==> config.mk <==
export PLATFORM = sky130hd
export DESIGN_NAME = depp_host_master
export DESIGN_NICKNAME = d
export VERILOG_FILES = /design/src/rtl/depp_host_master.sv
export SDC_FILE = /design/constraint.sdc
export NUM_CORES = 1
export LEC_CHECK = 0
export BUFFER_PORTS_ARGS = -buffer_cell sky130_fd_sc_hd__buf_2
export CAP_MARGIN = 5
export CORE_ASPECT_RATIO = 0.5
export CORE_MARGIN = 2
export CORE_UTILIZATION = 35
export CTS_CLUSTER_DIAMETER = 50
export CTS_CLUSTER_SIZE = 30
export DETAILED_ROUTE_END_ITERATION = 16
export SLEW_MARGIN = 20
export SYNTH_ARGS = -nofsm -noshare
export SYNTH_HDL_FRONTEND = slang
export SYNTH_SLANG_ARGS = --single-unit
export TNS_END_PERCENT = 30
==> constraint.sdc <==
create_clock -name i_clk -period 2.2 [get_ports i_clk]
set_clock_uncertainty 0.2 [all_clocks]
set_input_delay 0.22 -clock i_clk [delete_from_list [all_inputs] [get_ports i_clk]]
set_output_delay 0.22 -clock i_clk [all_outputs]
set_load 0.005 [all_outputs]
==> src/rtl/depp_host_master.sv <==
// depp_host_master
//   Host-side Digilent EPP initiator. Each accepted single-byte command
//   (address write/read, data write/read) becomes one EPP bus cycle on
//   astb_n/dstb_n/write_n/data, paced by the peripheral's wait handshake.
//   Every command produces exactly one response pulse, carrying either the
//   read byte or a timeout error.
//
// Ports
//   i_clk, i_rst_n          clock, async active-low reset
//   i_cmd_valid/o_cmd_ready command handshake (ready only in IDLE)
//   i_cmd_type[1:0]         00 addr wr, 01 data wr, 10 data rd, 11 addr rd
//   i_cmd_data[7:0]         write byte
//   o_rsp_valid             one-cycle response pulse
//   o_rsp_data[7:0]         read byte (0 for writes and timeouts)
//   o_rsp_err               response is a timeout abort
//   o_astb_n, o_dstb_n      EPP address / data strobes (active low)
//   o_write_n               EPP direction, 0 = host writes
//   o_depp, o_depp_oe       host data and pad output enable
//   i_depp                  peripheral read data
//   i_wait                  peripheral wait, asynchronous
module depp_host_master #(
  parameter int SETUP_CYCLES = 2,
  parameter int TIMEOUT      = 1023,
  parameter int TW           = 10
) (
  input  logic       i_clk,
  input  logic       i_rst_n,
  input  logic       i_cmd_valid,
  output logic       o_cmd_ready,
  input  logic [1:0] i_cmd_type,
  input  logic [7:0] i_cmd_data,
  output logic       o_rsp_valid,
  output logic [7:0] o_rsp_data,
  output logic       o_rsp_err,
  output logic       o_astb_n,
  output logic       o_dstb_n,
  output logic       o_write_n,
  output logic [7:0] o_depp,
  output logic       o_depp_oe,
  input  logic [7:0] i_depp,
  input  logic       i_wait
);

  typedef enum logic [1:0] {S_IDLE, S_SETUP, S_STROBE, S_HOLD} state_t;

  state_t        r_state, w_state_nxt;
  logic [1:0]    r_sync;
  logic [TW-1:0] r_cnt, w_cnt_nxt;
  logic [1:0]    r_type, w_type_nxt;
  logic [7:0]    r_rdata, w_rdata_nxt;

  logic       r_astb_n, w_astb_n_nxt;
  logic       r_dstb_n, w_dstb_n_nxt;
  logic       r_write_n, w_write_n_nxt;
  logic [7:0] r_depp, w_depp_nxt;
  logic       r_depp_oe, w_depp_oe_nxt;
  logic       r_rsp_valid, w_rsp_valid_nxt;
  logic [7:0] r_rsp_data, w_rsp_data_nxt;
  logic       r_rsp_err, w_rsp_err_nxt;

  logic w_wait_s, w_accept, w_timeout, w_setup_done, w_is_addr, w_is_read;

  assign w_wait_s     = r_sync[1];
  assign w_accept     = i_cmd_valid && (r_state == S_IDLE);
  assign w_timeout    = (r_state != S_IDLE) && (r_cnt == TW'(TIMEOUT));
  // r_cnt is cleared on accept, so it doubles as the setup-time counter
  assign w_setup_done = (r_cnt >= TW'(SETUP_CYCLES - 1));
  // types 00 and 11 address the peripheral's address register
  assign w_is_addr    = (r_type[1] == r_type[0]);
  assign w_is_read    = r_type[1];

  // wait is fully asynchronous to us
  always_ff @(posedge i_clk or negedge i_rst_n) begin
    if (!i_rst_n) r_sync <= 2'b00;
    else          r_sync <= {r_sync[0], i_wait};
  end

  // ---- FSM: state register ----
  always_ff @(posedge i_clk or negedge i_rst_n) begin
    if (!i_rst_n) r_state <= S_IDLE;
    else          r_state <= w_state_nxt;
  end

  // ---- FSM: next state ----
  always_comb begin
    w_state_nxt = r_state;
    unique case (r_state)
      S_IDLE:   if (w_accept)                   w_state_nxt = S_SETUP;
      // a still-high wait means the peripheral has not finished a prior cycle
      S_SETUP:  if (w_setup_done && !w_wait_s)  w_state_nxt = S_STROBE;
      S_STROBE: if (w_wait_s)                   w_state_nxt = S_HOLD;
      S_HOLD:   if (!w_wait_s)                  w_state_nxt = S_IDLE;
      default:                                  w_state_nxt = S_IDLE;
    endcase
    if (w_timeout) w_state_nxt = S_IDLE;
  end

  // ---- FSM: registered-output next values ----
  always_comb begin
    w_cnt_nxt       = r_cnt;
    w_type_nxt      = r_type;
    w_rdata_nxt     = r_rdata;
    w_astb_n_nxt    = r_astb_n;
    w_dstb_n_nxt    = r_dstb_n;
    w_write_n_nxt   = r_write_n;
    w_depp_nxt      = r_depp;
    w_depp_oe_nxt   = r_depp_oe;
    w_rsp_valid_nxt = 1'b0;
    w_rsp_data_nxt  = r_rsp_data;
    w_rsp_err_nxt   = r_rsp_err;

    if (r_state != S_IDLE) w_cnt_nxt = r_cnt + TW'(1);

    unique case (r_state)
      S_IDLE: begin
        if (w_accept) begin
          w_cnt_nxt     = '0;
          w_type_nxt    = i_cmd_type;
          w_write_n_nxt = i_cmd_type[1];
          w_depp_nxt    = i_cmd_type[1] ? 8'h00 : i_cmd_data;
          w_depp_oe_nxt = !i_cmd_type[1];
        end
      end
      S_SETUP: begin
        if (w_setup_done && !w_wait_s) begin
          w_astb_n_nxt = !w_is_addr;
          w_dstb_n_nxt = w_is_addr;
        end
      end
      S_STROBE: begin
        if (w_wait_s) begin
          // peripheral holds i_depp stable while wait is high
          w_rdata_nxt  = w_is_read ? i_depp : 8'h00;
          w_astb_n_nxt = 1'b1;
          w_dstb_n_nxt = 1'b1;
        end
      end
      S_HOLD: begin
        if (!w_wait_s) begin
          w_depp_oe_nxt   = 1'b0;
          w_write_n_nxt   = 1'b1;
          w_rsp_valid_nxt = 1'b1;
          w_rsp_data_nxt  = r_rdata;
          w_rsp_err_nxt   = 1'b0;
        end
      end
      default: ;
    endcase

    if (w_timeout) begin
      w_astb_n_nxt    = 1'b1;
      w_dstb_n_nxt    = 1'b1;
      w_depp_oe_nxt   = 1'b0;
      w_write_n_nxt   = 1'b1;
      w_rsp_valid_nxt = 1'b1;
      w_rsp_data_nxt  = 8'h00;
      w_rsp_err_nxt   = 1'b1;
    end
  end

  always_ff @(posedge i_clk or negedge i_rst_n) begin
    if (!i_rst_n) begin
      r_cnt       <= '0;
      r_type      <= 2'b00;
      r_rdata     <= 8'h00;
      r_astb_n    <= 1'b1;
      r_dstb_n    <= 1'b1;
      r_write_n   <= 1'b1;
      r_depp      <= 8'h00;
      r_depp_oe   <= 1'b0;
      r_rsp_valid <= 1'b0;
      r_rsp_data  <= 8'h00;
      r_rsp_err   <= 1'b0;
    end else begin
      r_cnt       <= w_cnt_nxt;
      r_type      <= w_type_nxt;
      r_rdata     <= w_rdata_nxt;
      r_astb_n    <= w_astb_n_nxt;
      r_dstb_n    <= w_dstb_n_nxt;
      r_write_n   <= w_write_n_nxt;
      r_depp      <= w_depp_nxt;
      r_depp_oe   <= w_depp_oe_nxt;
      r_rsp_valid <= w_rsp_valid_nxt;
      r_rsp_data  <= w_rsp_data_nxt;
      r_rsp_err   <= w_rsp_err_nxt;
    end
  end

  assign o_cmd_ready = (r_state == S_IDLE);
  assign o_rsp_valid = r_rsp_valid;
  assign o_rsp_data  = r_rsp_data;
  assign o_rsp_err   = r_rsp_err;
  assign o_astb_n    = r_astb_n;
  assign o_dstb_n    = r_dstb_n;
  assign o_write_n   = r_write_n;
  assign o_depp      = r_depp;
  assign o_depp_oe   = r_depp_oe;

endmodule

==> results.txt, run 1 <==
----------------------------------------------------
[Timing]
  Final period demand of the worst path ... 2.04 ns
  Max frequency ... 490 MHz
  Number of max-slew violations in the final report ... 0
  Final hold vios ... 0
  Number of setup violations in the final report ... 0
  Slew Limit Headroom ... 0.621
  Setup TNS ... 0 ns
  Setup WS post-layout ... 0.160 ns
  Fraction of the cycle the final worst path needs ... 0.927
  Transition time at the pin with the least slew margin ... 0.563 ns
  RSZ-0062 raised after global routing ... no

[Global routing]
  Vias in the first global route ... 1646
  First-pass GRT wire length ... 7.73 mm
  Final global-route overflow total ... 0
  Initial antenna violation count ... 0
  Total Routing Usage GR ... 0.150
  Maximum number of pins on one net before global-route repair ... 27

[Layout]
  # nets final ... 310
  Most common library cell in the layout ignoring fill and taps ... sky130_fd_sc_hd__nand2_1
  Ant. Diodes ... 0
  Layout overhead on the synthesized area ... 32.6%
  Commonest non-fill, non-tap cells in the layout ... sky130_fd_sc_hd__nand2_1, sky130_fd_sc_hd__buf_2, sky130_fd_sc_hd__dfrtp_1
  Proportion of layout cells with a drive suffix above 1 ... 0.238
  Share of the core filled with cells in the final layout ... 0.494
  Number of fillers in the final layout ... 527

[Setup path]
  Required time reported for the critical path endpoint ... 2.21 ns
  Critical-path maximum fanout ... 4
  Worst endpoint data arrival time ... 2.05 ns
  Critical Path Sink Type ... flop
  Setup slack on the worst flop-to-flop path ... 0.16 ns
  Startpoint type of the worst setup path ... flop
  Critical path class ... flop to flop

[Synth]
  Area fraction in and, or, nand and nor cells after synthesis ... 0.208
  Compound-Gate Fraction of Synth Area ... 0.110
  Number of synthesis warnings ... 0
  Portion of the post-synthesis area used by sequential elements ... 0.550
  XOR/XNOR Fraction of Synth Area ... 0.0209
  Leading area contributor after synthesis ... sky130_fd_sc_hd__dfrtp_1
  Post-Syn Area per Cell ... 9.76 µm²
  Synthesized cell area ... 2100 µm²
  Distinct cell type count after synthesis ... 35
  Synthesized netlist net count ... 245
  Combinational family with the most area after synthesis ... simple AND/OR/NAND/NOR gates
  Number of synthesized register bits ... 46
  Cells after Synth ... 215
  Multiplexer fraction of the synthesized cell area ... 0.0298
  Adder and majority cell fraction of the synthesized area ... 0.0477
  Top cells by area in the synthesized netlist ... sky130_fd_sc_hd__dfrtp_1, sky130_fd_sc_hd__nand2_1, sky130_fd_sc_hd__o21ai_0
  Synth top area share ... 0.513

[Detailed routing]
  Remaining DRCs ... 0
  Routed length on met3 ... 167 µm
  Routed wire length on met2 ... 2.14 mm
  First-pass iteration count of the detailed router ... 6
  Number of antenna-violating nets in the routed design ... 0
  Highest metal layer used by the detailed router ... met4
  Routed length on met1 ... 2.18 mm
  Routed wirelength normalized by instance count ... 12.9 µm
  DR vias/cell ... 4.82
  DRC violation total after the first TritonRoute iteration ... 99
  Routed wire length ... 4.55 mm
  Via count ... 1705

[Floorplanning]
  Die Height ... 58.8 µm
  Die Area ... 6670 µm²
  Die boundary width ... 114 µm
  Effective utilization at floorplan ... 0.372
  Core box area ... 5630 µm²
  Number of placement rows ... 19
  I/O pin total ... 45

[Placement]
  Total half-perimeter wirelength after legalization and detailed placement ... 3.17 mm
  Weighted congestion at the end of routability-driven global placement ... 0.790
  Placement Setup Slack ... 0.209 ns
  Number of input and output port buffers inserted ... 44

[Power]
  Maximum VDD drop ... 403 µV
  Pwr/cell area ... 1220 nW/µm²
  Leakage power of the design ... 1.37 nW

[Clock network]
  CTS max path bufs ... 2
  Clock net sink count ... 46
  TritonCTS clock tree ... done
  H-tree level count ... 2
  CTS buffer count ... 5
  Later-pin clock latency in the skew report ... 0.28 ns
  Clock-pin transition on the worst setup and hold timing paths ... 0.06 ns
  Root Buffer Master ... sky130_fd_sc_hd__clkbuf_16

[Job]
  Maximum Capacitance Violations ... 0

[Hold path]
  Worst hold path type ... primary input to flop

[Status]
  Status ... finished clean

----------------------------------------------------
==> layout make-up <==
| type | instances | area [µm²] | area share |
|---|---|---|---|
| timing repair buffer | 69 | 475 | 0.171 |
| clock buffer | 7 | 133 | 0.0477 |
| inverter | 6 | 22.5 | 0.00810 |
| clock inverter | 1 | 30.0 | 0.0108 |
| tap | 73 | 91.3 | 0.0328 |
| multi-input combinational | 152 | 875 | 0.314 |
| sequential | 46 | 1150 | 0.415 |
==> final timing paths <==
kind	from	to	cells after the start
min in group asynchronous	i_rst_n	o_depp[0]	2
worst max-delay path	r_state[0]	o_astb_n	6
worst max register to register	r_state[0]	o_astb_n	6
worst min register to register	r_sync[0]	r_sync[1]	0
worst min-delay path	i_depp[2]	r_rdata[2]	3
max in group asynchronous	i_rst_n	o_write_n	3
==> report_power, final <==
group | leakage, nW | switching [mW] | total, mW | internal [mW]
logic | 0.702 | 0.611 | 1.15 | 0.535
registers | 0.592 | 0.229 | 1.41 | 1.18
clock network | 0.0781 | 0.299 | 0.836 | 0.537
==> metrics by stage <==
stage | std cells | instance area, µm² | total power, mW | hold slack [ns]
6_report | 354 | 2780 | 3.39 | 0.00406
5_1_grt | 354 | 2780 | 3.66 | 0.0155
4_1_cts | 354 | 2780 | 3.43 | 0.00939
3_5_place_dp | 329 | 2450 | 2.54 | 0.0204
3_3_place_gp | 329 | 2450 | 2.49 | 0.0129
2_1_floorplan | 215 | 2100 | 2.11 | -0.276
==> synth_stat cells <==
library cell,instances
sky130_fd_sc_hd__nand2_1,54
sky130_fd_sc_hd__dfrtp_1,43
sky130_fd_sc_hd__o21ai_0,22
sky130_fd_sc_hd__a21oi_1,12
sky130_fd_sc_hd__nand2b_1,9
sky130_fd_sc_hd__ha_1,8
sky130_fd_sc_hd__inv_1,6
sky130_fd_sc_hd__nand3_1,5
sky130_fd_sc_hd__buf_1,4
sky130_fd_sc_hd__buf_2,4
sky130_fd_sc_hd__mux2i_1,4
sky130_fd_sc_hd__nor2_1,4
sky130_fd_sc_hd__nor2b_1,4
sky130_fd_sc_hd__clkbuf_1,3
sky130_fd_sc_hd__dfstp_2,3
sky130_fd_sc_hd__nand4_1,3
sky130_fd_sc_hd__nor4_1,3
sky130_fd_sc_hd__xor2_1,3
sky130_fd_sc_hd__and3_1,2
sky130_fd_sc_hd__and4_1,2
sky130_fd_sc_hd__mux2_2,2
sky130_fd_sc_hd__xnor2_1,2
sky130_fd_sc_hd__a211o_1,1
sky130_fd_sc_hd__a21o_1,1
sky130_fd_sc_hd__a21oi_2,1
sky130_fd_sc_hd__a311oi_2,1
sky130_fd_sc_hd__a31oi_1,1
sky130_fd_sc_hd__and2_1,1
sky130_fd_sc_hd__and2b_1,1
sky130_fd_sc_hd__and4b_1,1
sky130_fd_sc_hd__nand2_2,1
sky130_fd_sc_hd__o21ai_1,1
sky130_fd_sc_hd__o311a_1,1
sky130_fd_sc_hd__or2_2,1
sky130_fd_sc_hd__or3b_1,1
==> flip-flops by register name (all words and copies together) (netlist names) <==
signal and flops:
r_state 2, o_rsp_data 8, r_sync 2, r_type 2
o_rsp_err 1, o_astb_n 1, r_cnt 10, o_rsp_valid 1
o_dstb_n 1, o_write_n 1, r_rdata 8, o_depp_oe 1
o_depp 8
==> routing by layer <==
layer,track usage,up-vias
met5,0,-
met4,0.0557,0
met3,0.0422,8
met2,0.247,32
met1,0.191,812
li1,-,853
==> cell families after synthesis <==
family / count (synthesis)
buf+inv: 17
simple gates: 92
flops: 46
fa+ha+maj: 8
xor+xnor: 5
compound gates: 41
mux: 6
==> worst max-delay path, cell delays in order, from the launching register on <==
cell and delay, ns:
sky130_fd_sc_hd__dfrtp_1 0.41, sky130_fd_sc_hd__inv_1 0.11, sky130_fd_sc_hd__ha_1 0.26, sky130_fd_sc_hd__or2_2 0.34, sky130_fd_sc_hd__a311oi_2 0.34, sky130_fd_sc_hd__mux2i_1 0.25, sky130_fd_sc_hd__nand2_1 0.07
==> what timing repair did <==
item / 4_1_cts / 5_1_grt
hold buffers: 17 / 0
buffers inserted: 0 / 0
resized for setup: 0 / 0
endpoints found under the hold margin: 35 / 0
No activity file was read; power rests on OpenSTA's default activity.
==> inputs of run 2 (changes only) <==
--- a/config.mk
+++ b/config.mk
@@ -13,6 +13,7 @@
 export CTS_CLUSTER_DIAMETER = 50
 export CTS_CLUSTER_SIZE = 30
 export DETAILED_ROUTE_END_ITERATION = 16
+export MAX_ROUTING_LAYER = met4
 export SLEW_MARGIN = 20
 export SYNTH_ARGS = -nofsm -noshare
 export SYNTH_HDL_FRONTEND = slang
==> constraint.sdc (replaced) <==
create_clock -name i_clk -period 1.9 [get_ports i_clk]
set_clock_uncertainty 0.2 [all_clocks]
set_input_delay 0.19 -clock i_clk [delete_from_list [all_inputs] [get_ports i_clk]]
set_output_delay 0.19 -clock i_clk [all_outputs]
set_load 0.005 [all_outputs]
==> run 2 against run 1 <==
Effect of this change: the run now ends with negative setup slack left; maximum frequency up 7.2%; register-to-register slack worse by 0.16 ns; clock power up 3.6%; sequential share of layout area down 1.1 points; first-iteration DRC count down 44%; core utilization up 1.4 points.
==> results.txt, run 2 (synthesis results as in run 1) <==
----------------------------------------------------
[Detailed routing]
  Number of antenna-violating nets in the routed design ... 0 (unchanged)
  First-pass iteration count of the detailed router ... 4 (was 6)
  Via count ... 1708 (was 1705)
  Remaining DRCs ... 0 (unchanged)
  DR vias/cell ... 4.72 (was 4.82)
  Routed wirelength normalized by instance count ... 12.5 µm (was 12.9 µm)
  DRC violation total after the first TritonRoute iteration ... 55 (was 99)
  Routed wire length ... 4.51 mm (was 4.55 mm)

[Placement]
  Placed instance area ... 2480 µm² (was 2450 µm²)
  Placement Setup Slack ... -0.0740 ns (was 0.209 ns)
  Total half-perimeter wirelength after legalization and detailed placement ... 3.14 mm (was 3.17 mm)
  Weighted congestion at the end of routability-driven global placement ... 0.796 (was 0.790)
  Number of input and output port buffers inserted ... 44 (unchanged)

[Power]
  Post-layout power ... 3.89 mW (was 3.39 mW)
  Maximum VDD drop ... 514 µV (was 403 µV)
  Leakage power of the design ... 1.40 nW (was 1.37 nW)
  Pwr/cell area ... 1360 nW/µm² (was 1220 nW/µm²)

[Setup path]
  Worst endpoint data arrival time ... 1.86 ns (was 2.05 ns)
  Startpoint type of the worst setup path ... flop (unchanged)
  Critical-path maximum fanout ... 4 (unchanged)
  Largest stage delay, worst path ... 0.43 ns (was 0.41 ns)
  Worst path cell trace ... ha_2, or3b_1, a21oi_2, nand2_2, o311a_1 (was inv_1, ha_1, or2_2, a311oi_2, mux2i_1, nand2_1)
  Required time reported for the critical path endpoint ... 1.86 ns (was 2.21 ns)
  Critical path class ... flop to flop (unchanged)
  Critical Path Sink Type ... flop (unchanged)
  Master of the slowest instance on the critical path ... sky130_fd_sc_hd__dfrtp_2 (was sky130_fd_sc_hd__dfrtp_1)

[Clock network]
  Later-pin clock latency in the skew report ... 0.28 ns (about the same)
  H-tree level count ... 2 (unchanged)
  TritonCTS clock tree ... done (unchanged)
  Clock-pin transition on the worst setup and hold timing paths ... 0.06 ns (about the same)
  Root Buffer Master ... sky130_fd_sc_hd__clkbuf_16 (unchanged)
  CTS buffer count ... 5 (unchanged)
  CTS max path bufs ... 2 (unchanged)
  Clock net sink count ... 46 (unchanged)

[Layout]
  Area of the multi-input gates ... 897 µm² (was 875 µm²)
  Layout overhead on the synthesized area ... 36.2% (was 32.6%)
  Seq. cell area ... 1160 µm² (was 1150 µm²)
  Share of the core filled with cells in the final layout ... 0.507 (was 0.494)
  # nets final ... 318 (was 310)
  Most common library cell in the layout ignoring fill and taps ... sky130_fd_sc_hd__nand2_1 (unchanged)
  Top register by number of flip-flops ... r_cnt (unchanged)
  Commonest non-fill, non-tap cells in the layout ... sky130_fd_sc_hd__nand2_1, sky130_fd_sc_hd__buf_2, sky130_fd_sc_hd__dfrtp_1 (unchanged)
  Number of fillers in the final layout ... 510 (was 527)
  Post-route cell area ... 2860 µm² (was 2780 µm²)
  Ant. Diodes ... 0 (unchanged)
  Largest register FFs ... 10 (unchanged)
  Proportion of layout cells with a drive suffix above 1 ... 0.280 (was 0.238)

[Global routing]
  Vias in the first global route ... 1725 (was 1646)
  Final global-route overflow total ... 0 (unchanged)
  Total Routing Usage GR ... 0.151 (was 0.150)
  First-pass GRT wire length ... 7.58 mm (was 7.73 mm)
  Initial antenna violation count ... 0 (unchanged)
  Maximum number of pins on one net before global-route repair ... 26 (was 27)

[Timing]
  Fraction of the cycle the final worst path needs ... 1.00 (was 0.927)
  Number of max-slew violations in the final report ... 0 (unchanged)
  Max frequency ... 525 MHz (was 490 MHz)
  Transition time at the pin with the least slew margin ... 0.525 ns (was 0.563 ns)
  Final hold vios ... 0 (unchanged)
  RSZ-0062 raised after global routing ... yes (was no)
  Setup TNS ... -0.00298 ns (was 0 ns)
  Slew Limit Headroom ... 0.650 (was 0.621)
  Number of setup violations in the final report ... 1 (was 0)
  Final period demand of the worst path ... 1.90 ns (was 2.04 ns)
  Setup WS post-layout ... -0.00298 ns (was 0.160 ns)

[Hold path]
  Worst hold path type ... primary input to flop (unchanged)

[Floorplanning]
  Core box area ... 5630 µm² (unchanged)
  I/O pin total ... 45 (unchanged)
  Die Area ... 6670 µm² (unchanged)
  Die boundary width ... 114 µm (unchanged)
  Number of placement rows ... 19 (unchanged)
  Die Height ... 58.8 µm (unchanged)
  Effective utilization at floorplan ... 0.372 (unchanged)

[Job]
  Maximum Capacitance Violations ... 0 (unchanged)

[Status]
  Violations in the final reports ... negative setup slack
  Status ... finished with violations (was finished clean)

----------------------------------------------------
## run 2: layer usage
layer  part of all wire  wire length, µm  track usage  vias up
met5                  0                0            -        -
li1                   -                -            -      864
met2               0.49             2220        0.261       26
met4              0.017               77       0.0540        0
met1               0.46             2080        0.175      811
met3              0.029              133       0.0402        7
## run 2: repair_timing
action / 4_1_cts / 5_1_grt
gates resized for setup: 6 / 4
hold buffers: 20 / 0
pin swaps: 2 / 1
endpoints found under the setup margin: 3 / 17
buffers inserted: 1 / 0
hold endpoints to repair: 40 / 0
## run 2: stage by stage
| stage | std cells | hold WS, ns |
|---|---|---|
| after floorplan | 215 | -0.306 |
| after global placement | 333 | -0.0107 |
| after detailed placement | 333 | 0.00473 |
| after CTS | 362 | 0.0965 |
| after global routing | 362 | 0.130 |
| final | 362 | 0.114 |
## run 2: worst paths after layout
check / startpoint / to / slack, ns / depth (start not counted)
max: r_state[0] / r_state[0] / -0.003 / 5
min: i_cmd_type[1] / r_type[1] / 0.11 / 2
max reg2reg: r_state[0] / r_state[0] / -0.003 / 5
min reg2reg: r_sync[0] / r_sync[1] / 0.15 / 0
max in group asynchronous: i_rst_n / o_dstb_n / 0.68 / 3
min in group asynchronous: i_rst_n / o_depp[0] / 0.24 / 2
## run 2: worst max-delay path: cells and delay by family, from the launching register on
kind	cells	cell delay [ns]
and+or+nand+nor	2	0.47
AOI/OAI and AO/OA	2	0.47
DFF	1	0.43
adders and majority gates	1	0.21
## run 2: report_power, final
part,internal [mW],switching [mW]
logic,0.690,0.714
registers,1.37,0.253
clock network,0.521,0.345
total,2.58,1.31
## run 2: cell type report
type,instances,share of cell area
sequential,46,0.405
multi-input combinational,152,0.314
timing repair buffer,77,0.190
clock buffer,7,0.0499
tap,73,0.0320
inverter,6,0.00788
clock inverter,1,0.00175
==> inputs of run 3 (changes only) <==
--- a/config.mk
+++ b/config.mk
@@ -8,7 +8,7 @@
 export BUFFER_PORTS_ARGS = -buffer_cell sky130_fd_sc_hd__buf_2
 export CAP_MARGIN = 5
 export CORE_ASPECT_RATIO = 0.5
-export CORE_MARGIN = 2
+export CORE_MARGIN = 5
 export CORE_UTILIZATION = 35
 export CTS_CLUSTER_DIAMETER = 50
 export CTS_CLUSTER_SIZE = 30
==> run 3 against run 2 <==
Effect of this change: critical endpoint unchanged; largest power group unchanged; clock power rose by 11%; sequential power barely moved; the run now ends clean; sequential cell count stayed put.
==> results.txt, run 3 (synthesis results as in run 1) <==
----------------------------------------------------
[Status]
  Status ... finished clean (was finished with violations)

[Layout]
  Ant. Diodes ... 0 (unchanged)
  Commonest non-fill, non-tap cells in the layout ... sky130_fd_sc_hd__nand2_1, sky130_fd_sc_hd__buf_2, sky130_fd_sc_hd__dfrtp_1 (unchanged)
  Proportion of layout cells with a drive suffix above 1 ... 0.281 (was 0.280)
  Top register by number of flip-flops ... r_cnt (unchanged)
  Layout overhead on the synthesized area ... 38.2% (was 36.2%)
  Share of the core filled with cells in the final layout ... 0.515 (was 0.507)
  Post-route cell area ... 2900 µm² (was 2860 µm²)
  Most common library cell in the layout ignoring fill and taps ... sky130_fd_sc_hd__nand2_1 (unchanged)
  Largest register FFs ... 10 (unchanged)
  Non-filler cells in the finished layout ... 365 (was 362)
  # nets final ... 321 (was 318)

[Detailed routing]
  Routed wire length ... 4.74 mm (was 4.51 mm)
  Number of antenna-violating nets in the routed design ... 0 (unchanged)
  Via count ... 1710 (was 1708)
  Routed wirelength normalized by instance count ... 13.0 µm (was 12.5 µm)
  Remaining DRCs ... 0 (unchanged)
  DR vias/cell ... 4.68 (was 4.72)
  First-pass iteration count of the detailed router ... 4 (unchanged)
  DRC violation total after the first TritonRoute iteration ... 81 (was 55)

[Global routing]
  First-pass GRT wire length ... 8.20 mm (was 7.58 mm)
  Fraction of met2 tracks used by global routing ... 0.231 (was 0.261)
  Global-route met3 utilization ... 0.0313 (was 0.0402)
  GRT met1 Usage ... 0.166 (was 0.175)
  Initial antenna violation count ... 0 (unchanged)
  Total Routing Usage GR ... 0.137 (was 0.151)
  Final global-route overflow total ... 0 (unchanged)
  Vias in the first global route ... 1694 (was 1725)
  Maximum number of pins on one net before global-route repair ... 29 (was 26)
  Most used routing layer ... met2 (unchanged)

[Timing]
  Slew Limit Headroom ... 0.687 (was 0.650)
  Transition time at the pin with the least slew margin ... 0.469 ns (was 0.525 ns)
  Number of max-slew violations in the final report ... 0 (unchanged)
  Min Hold Slack ... 0.107 ns (was 0.114 ns)
  Setup TNS ... 0 ns (was -0.00298 ns)
  Number of setup violations in the final report ... 0 (was 1)
  Final period demand of the worst path ... 1.87 ns (was 1.90 ns)
  RSZ-0062 raised after global routing ... yes (unchanged)
  Max frequency ... 535 MHz (was 525 MHz)
  Final hold vios ... 0 (unchanged)
  Setup WS post-layout ... 0.0325 ns (was -0.00298 ns)
  Fraction of the cycle the final worst path needs ... 0.983 (was 1.00)

[Clock network]
  TritonCTS clock tree ... done (unchanged)
  CTS max path bufs ... 2 (unchanged)
  CTS buffer count ... 5 (unchanged)
  Root Buffer Master ... sky130_fd_sc_hd__clkbuf_16 (unchanged)
  Buffer count from post-CTS setup fixing ... 0 (was 1)
  Clock net sink count ... 46 (unchanged)
  Clock-pin transition on the worst setup and hold timing paths ... 0.06 ns (about the same)
  H-tree level count ... 2 (unchanged)
  Later-pin clock latency in the skew report ... 0.28 ns (about the same)

[Floorplanning]
  Die boundary width ... 120 µm (was 114 µm)
  Number of placement rows ... 19 (unchanged)
  Die Height ... 64.8 µm (was 58.8 µm)
  I/O pin total ... 45 (unchanged)
  Effective utilization at floorplan ... 0.372 (unchanged)
  Core box area ... 5630 µm² (unchanged)
  Die Area ... 7740 µm² (was 6670 µm²)

[Setup path]
  Critical-path maximum fanout ... 4 (unchanged)
  Delay-heaviest family, CP ... compound AO/OA/AOI/OAI gates (was simple AND/OR/NAND/NOR gates)
  Worst endpoint data arrival time ... 1.83 ns (was 1.86 ns)
  Critical path class ... flop to flop (unchanged)
  Worst path cell trace ... inv_2, ha_2, or3b_1, a21oi_2, nand2_2, o311a_1 (was ha_2, or3b_1, a21oi_2, nand2_2, o311a_1)
  Critical Path Sink Type ... flop (unchanged)
  Required time reported for the critical path endpoint ... 1.86 ns (about the same)
  Startpoint type of the worst setup path ... flop (unchanged)
  Count of buffer and inverter cells on the critical path ... 1 (was 0)
  Largest stage delay, worst path ... 0.40 ns (was 0.43 ns)
  Master of the slowest instance on the critical path ... sky130_fd_sc_hd__dfrtp_1 (was sky130_fd_sc_hd__dfrtp_2)

[Power]
  Reported net switching power ... 1.33 mW (was 1.31 mW)
  Pwr/cell area ... 1400 nW/µm² (was 1360 nW/µm²)
  Fraction of power consumed by the clock network ... 0.238 (was 0.223)
  Post-layout power ... 4.05 mW (was 3.89 mW)
  Internal power ... 2.72 mW (was 2.58 mW)
  Share of total power consumed by net switching ... 0.329 (was 0.337)
  Maximum VDD drop ... 500 µV (was 514 µV)
  Leakage power of the design ... 1.42 nW (was 1.40 nW)
  Power share of the sequential group ... 0.399 (was 0.416)
  Combinational group share of total power ... 0.364 (was 0.361)

[Placement]
  Placed cell count ... 337 (was 333)
  Placement Setup Slack ... -0.0745 ns (was -0.0740 ns)
  Weighted congestion at the end of routability-driven global placement ... 0.759 (was 0.796)
  Number of input and output port buffers inserted ... 44 (unchanged)
  Placed instance area ... 2510 µm² (was 2480 µm²)
  Total half-perimeter wirelength after legalization and detailed placement ... 3.32 mm (was 3.14 mm)

[Job]
  Maximum Capacitance Violations ... 0 (unchanged)

[Hold path]
  Worst hold path type ... primary input to flop (unchanged)

----------------------------------------------------
-- run 3: layout make-up --
type                            count  area, µm²
Fill cell                         499       2730
Sequential cell                    46       1150
Multi-Input combinational cell    152        903
Timing Repair Buffer               80        566
Clock buffer                        7        133
Tap cell                           73       91.3
Clock inverter                      1       30.0
Inverter                            6       22.5
-- run 3: power by group through the flow --
stage	logic, mW	clock network (mW)	registers [mW]
4_1_cts	1.45	0.982	1.61
3_5_place_dp	1.41	0	1.62
3_3_place_gp	1.37	0	1.61
2_1_floorplan	0.850	0	1.59
5_1_grt	1.68	1.03	1.67
6_report	1.47	0.963	1.62
-- run 3: path summary, 6_finish.rpt --
path,depth (start not counted),startpoint,endpoint,slack [ns]
max,6,r_state[1],r_state[0],0.03
max reg2reg,6,r_state[1],r_state[0],0.03
max in group asynchronous,3,i_rst_n,o_dstb_n,0.71
min reg2reg,0,r_sync[0],r_sync[1],0.20
min,2,i_cmd_type[1],r_type[1],0.11
min in group asynchronous,2,i_rst_n,r_cnt[7],0.21
-- run 3: repair_timing --
item                                    in CTS  in global routing
hold endpoints to repair                    37                  0
endpoints found under the setup margin      12                 15
hold buffers                                20                  0
pin swaps                                    1                  2
gates resized for setup                      1                 10
-- run 3: routing by layer --
metal	vias to the layer above	part of all wire
met5	-	0
met4	0	0.014
met3	7	0.037
met2	28	0.49
met1	802	0.46
li1	873	-
